**src/rtl/pc_seq_pkg.sv**
```systemverilog
// Shared types and helpers for the PC sequencer and its return-address stack.
package pc_seq_pkg;

   typedef enum logic [2:0] {
      SEL_INC  = 3'd0,
      SEL_BR   = 3'd1,
      SEL_JMP  = 3'd2,
      SEL_CALL = 3'd3,
      SEL_RET  = 3'd4
   } sel_e;

   function automatic int clog2(input int v);
      int r;
      r = 0;
      while ((1 << r) < v) r++;
      return r;
   endfunction

endpackage

```
**src/rtl/pc_ras.sv**
```systemverilog
// Return-address stack: DEPTH x AW LIFO with occupancy flags and
// single-cycle overflow/underflow pulses for rejected push/pop.
module pc_ras
   import pc_seq_pkg::*;
#(
   parameter int AW    = 8,
   parameter int DEPTH = 4
) (
   input  logic          clk,
   input  logic          rst_n,
   input  logic          push,
   input  logic          pop,
   input  logic [AW-1:0] din,
   output logic [AW-1:0] top,
   output logic          full,
   output logic          empty,
   output logic          ovf,
   output logic          udf
);

   localparam int IW = clog2(DEPTH);
   localparam int CW = IW + 1;

   logic [AW-1:0] mem [DEPTH];
   logic [CW-1:0] count;
   logic [IW-1:0] wr_idx;
   logic [IW-1:0] top_idx;
   logic          do_push;
   logic          do_pop;

   assign full    = (count == CW'(DEPTH));
   assign empty   = (count == '0);
   assign ovf     = push & full;
   assign udf     = pop & empty;
   assign do_push = push & ~full;
   assign do_pop  = pop & ~empty;

   assign wr_idx  = count[IW-1:0];
   // Top is entry[count-1]; when empty the index wraps and the value is unused.
   assign top_idx = IW'(count - CW'(1));
   assign top     = mem[top_idx];

   always_ff @(posedge clk) begin
      if (!rst_n) begin
         count <= '0;
      end else if (do_push) begin
         count <= count + CW'(1);
      end else if (do_pop) begin
         count <= count - CW'(1);
      end
   end

   // Storage is don't-care after reset, so it carries no reset term.
   always_ff @(posedge clk) begin
      if (do_push) mem[wr_idx] <= din;
   end

endmodule

```
**src/rtl/pc_seq_ras.sv**
```systemverilog
// Program-counter sequencer: stall, jump, relative branch, and call/return
// through an internal return-address stack with sticky error flag.
module pc_seq_ras
   import pc_seq_pkg::*;
#(
   parameter int            AW       = 8,
   parameter int            STEP     = 4,
   parameter logic [AW-1:0] RESET_PC = '0,
   parameter int            DEPTH    = 4
) (
   input  logic          clk,
   input  logic          rst_n,
   input  logic          en,
   input  logic          jump,
   input  logic          branch,
   input  logic          call,
   input  logic          ret,
   input  logic [AW-1:0] target,
   input  logic [AW-1:0] offset,
   output logic [AW-1:0] pc,
   output logic          ras_full,
   output logic          ras_empty,
   output logic          ras_err
);

   localparam logic [AW-1:0] STEP_V = AW'(STEP);

   sel_e          sel;
   logic [AW-1:0] pc_inc;
   logic [AW-1:0] pc_br;
   logic [AW-1:0] pc_nxt;
   logic [AW-1:0] ras_top;
   logic          push;
   logic          pop;
   logic          ovf;
   logic          udf;

   assign pc_inc = pc + STEP_V;
   assign pc_br  = pc + offset;

   always_comb begin
      sel = SEL_INC;
      if (ret)         sel = SEL_RET;
      else if (call)   sel = SEL_CALL;
      else if (jump)   sel = SEL_JMP;
      else if (branch) sel = SEL_BR;
   end

   // Stack commands only fire when advancing, so a stall leaves it untouched.
   assign push = en & (sel == SEL_CALL);
   assign pop  = en & (sel == SEL_RET);

   always_comb begin
      pc_nxt = pc_inc;
      case (sel)
         SEL_RET:  pc_nxt = udf ? pc_inc : ras_top;
         SEL_CALL: pc_nxt = target;
         SEL_JMP:  pc_nxt = target;
         SEL_BR:   pc_nxt = pc_br;
         default:  pc_nxt = pc_inc;
      endcase
   end

   pc_ras #(
      .AW    (AW),
      .DEPTH (DEPTH)
   ) u_ras (
      .clk   (clk),
      .rst_n (rst_n),
      .push  (push),
      .pop   (pop),
      .din   (pc_inc),
      .top   (ras_top),
      .full  (ras_full),
      .empty (ras_empty),
      .ovf   (ovf),
      .udf   (udf)
   );

   always_ff @(posedge clk) begin
      if (!rst_n) begin
         pc      <= RESET_PC;
         ras_err <= 1'b0;
      end else if (en) begin
         pc <= pc_nxt;
         if (ovf | udf) ras_err <= 1'b1;
      end
   end

endmodule

```
**config.mk**
```make
export PLATFORM = sky130hd
export DESIGN_NAME = pc_seq_ras
export DESIGN_NICKNAME = d
export VERILOG_FILES = /design/src/rtl/pc_seq_pkg.sv /design/src/rtl/pc_ras.sv /design/src/rtl/pc_seq_ras.sv
export SDC_FILE = /design/constraint.sdc
export NUM_CORES = 1
export LEC_CHECK = 0
export BUFFER_PORTS_ARGS = -buffer_cell sky130_fd_sc_hd__buf_2
export CELL_PAD_IN_SITES_DETAIL_PLACEMENT = 1
export CELL_PAD_IN_SITES_GLOBAL_PLACEMENT = 2
export CORE_MARGIN = 3
export CORE_UTILIZATION = 35
export DETAILED_ROUTE_END_ITERATION = 6
export PLACE_DENSITY = 0.87
export SLEW_MARGIN = 40
export SYNTH_ARGS = -nofsm -noshare
export SYNTH_HDL_FRONTEND = slang
export SYNTH_SLANG_ARGS = --single-unit
```
**constraint.sdc**
```tcl
create_clock -name clk -period 2.25 [get_ports clk]
set_input_delay 0.1125 -clock clk [delete_from_list [all_inputs] [get_ports clk]]
set_output_delay 0.1125 -clock clk [all_outputs]
set_load 0.02 [all_outputs]
```
==> results.json <==
{
  "slew_violations": 0,
  "finalClockSkew_ns": 0.00745,
  "port_buffers": 33,
  "synthDominantCellAreaShare_pct": 39.7,
  "synthArstFlopShare_pct": 0,
  "yosysSeqAreaShare_pct": 49.7,
  "grt_pass1_wl_mm": 8.96,
  "synth-warning-count": 0,
  "grt_start_max_net_pins": 17,
  "area_delta_synth_final_pct": 14.7,
  "grt_remaining_overflow": 0,
  "drive_gt1_share_pct": 21.7,
  "slew_headroom_pct": 58.3,
  "cts.path.max_buffers": 2,
  "first_iter_violations": 59,
  "min_period_ns": 2.01,
  "vdd_ir_drop_max_v": 0.000227,
  "clk_pin_slew_ns": 0.09,
  "power_density_nw_per_um2": 716,
  "leakagePower_nw": 1.09,
  "cap_violations": 0,
  "cts_max_level": 2,
  "path_max_fanout": 7,
  "tns_ns": 0,
  "antenna_found_initial": 0,
  "nFillCells": 714,
  "grt_pass1_vias": 1772,
  "clock_sinks": 44,
  "cts_setup_buffers": 0,
  "yosysMostFrequentCell": "edfxtp_1",
  "cts_buffers": 5,
  "fin_crit_sh_pct": 89.3,
  "track_usage_pct": 15.0,
  "n_antenna_cell": 0,
  "core.rowCount": 29,
  "synth_top_area_cell": "edfxtp_1",
  "die_x_microns": 89.1,
  "start_util_pct": 37.0,
  "finalSetupViolations": 0,
  "fp.coreArea_sq_um": 6530,
  "syn_inst": 198,
  "cp_data_arrival_time_ns": 2.19,
  "syn_avg_cell_area_sq_um": 12.2,
  "cts_root_buffer": "clkbuf_8",
  "r2r_setup_slack_ns": 0.24,
  "drc": 0,
  "cts_tree": "done",
  "synth.distinct_cells": 49,
  "insertion_delay_ns": 0.30,
  "viasPerCell": 5.47,
  "synthTopCellsByCount": "edfxtp_1 (32), nor2_1 (18), a21oi_1 (13), ha_1 (13), dfxtp_1 (12)",
  "rsz0062_at_grt": "no",
  "io_pins": 34,
  "hold_viol_final": 0,
  "crit_type": "register to register",
  "die_y_microns": 89.1,
  "hold_path.class": "input port to register",
  "crit_path_end_kind": "register",
  "synth_edf_count": 32,
  "ys_ff_latch": 44,
  "nNetsFinal": 271,
  "wl_per_cell_microns": 18.0,
  "drtPass1Iterations": 4,
  "via_count": 1707,
  "max_freq_ghz": 0.498,
  "synth_ff_type": "edfxtp_1",
  "ant_nets": 0,
  "die-area_sq_um": 7940,
  "synth_nets": 235,
  "synth_area_sq_um": 2420,
  "worstSetupStartpointType": "register",
  "status": "finished, final reports clean",
  "ctsHoldBuffers": 0,
  "cp_data_required_time_ns": 2.43,
  "gp_congestion": 0.789,
  "ctsResizeCount": 0,
  "hpwl_mm": 4.39,
  "finalCoreUtilization_pct": 42.5,
  "netlist_top_cells_area": "edfxtp_1 (40%), dfxtp_1 (9.9%), mux4_1 (7.6%), ha_1 (6.7%), nor2_1 (2.8%)",
  "wirelength_mm": 5.61,
  "tightest_slew_ns": 0.621
}
[final cells by class]
cell class	count	area [sq um]	area share (%)
inverters	9	33.8	1.22
clock buffers	5	68.8	2.48
well taps	77	96.3	3.47
clock inverters	3	42.5	1.53
multi-input cells	137	1140	41.0
flip-flops and latches	44	1200	43.3
repair buffers	37	195	7.04
[power breakdown]
group	internal [mW]	switching, mW
clock network	0.329	0.269
registers	0.914	0.0390
logic	0.188	0.248
total	1.43	0.555
[worst max-delay path, stage by stage, from the launching register on]
cell       delay [ns]
dfxtp_1          0.37
inv_1            0.10
ha_1             0.45
mux4_2           0.34
and3_1           0.20
a211oi_2         0.23
a2bb2oi_2        0.15
o31ai_1          0.07
[metrics by stage]
stage | setup WS (ns) | hold slack, ns | power, mW | cell area [sq um] | instances
6_report | 0.240 | 0.110 | 1.99 | 2770 | 312
5_1_grt | 0.0627 | 0.111 | 2.10 | 2770 | 312
4_1_cts | 0.208 | 0.104 | 2.01 | 2770 | 312
3_5_place_dp | 0.228 | 0.429 | 1.41 | 2660 | 304
3_3_place_gp | 0.293 | 0.424 | 1.40 | 2660 | 304
2_1_floorplan | 0.141 | 0.259 | 1.27 | 2420 | 198
[cell usage in the layout, fill, tap and decap left out, drive strengths merged, types with 2 or more instances in the layout]
cell    instances
dfxtp          12
nor3b           3
nor2           18
a311oi          2
o221a           2
nand2b          2
a21o            4
buf            37
inv             9
xnor2           7
nand3          10
ha             13
o211ai          2
clkinv          2
mux2i           2
nor3            3
and2            5
clkbuf          5
a31oi           2
nand2           5
o21ai           7
mux4            8
a22oi           4
edfxtp         32
a211oi          3
a21oi          13
xor2            3
and3            2
[final timing paths]
check | from | cells past startpoint | to
worst max-delay path | u_ras.count[1] | 7 | pc[5]
worst min-delay path | rst_n | 2 | pc[4]
worst max register to register | u_ras.count[1] | 7 | pc[5]
worst min register to register | ras_err | 2 | ras_err
[registers in the layout, summed over array words and instances, names as in the netlist]
name,count
u_ras.count,3
ras_err,1
u_ras.mem,32
pc,8
[per-layer routing]
metal  up-vias  track usage [%]  share of wire [%]
met4         0             3.79               0.95
li1        841                -                  -
met1       834             19.7                 47
met5         -                0                  0
met3         5             3.13                3.1
met2        27             25.2                 49
[cells by family after synthesis]
logic type	synth area share, %
fa+ha+maj	7.55
compound gates	14.3
xor+xnor	3.62
flops	49.7
mux	9.36
buf+inv	3.36
simple gates	12.1
(Power assumes the default switching activity.)
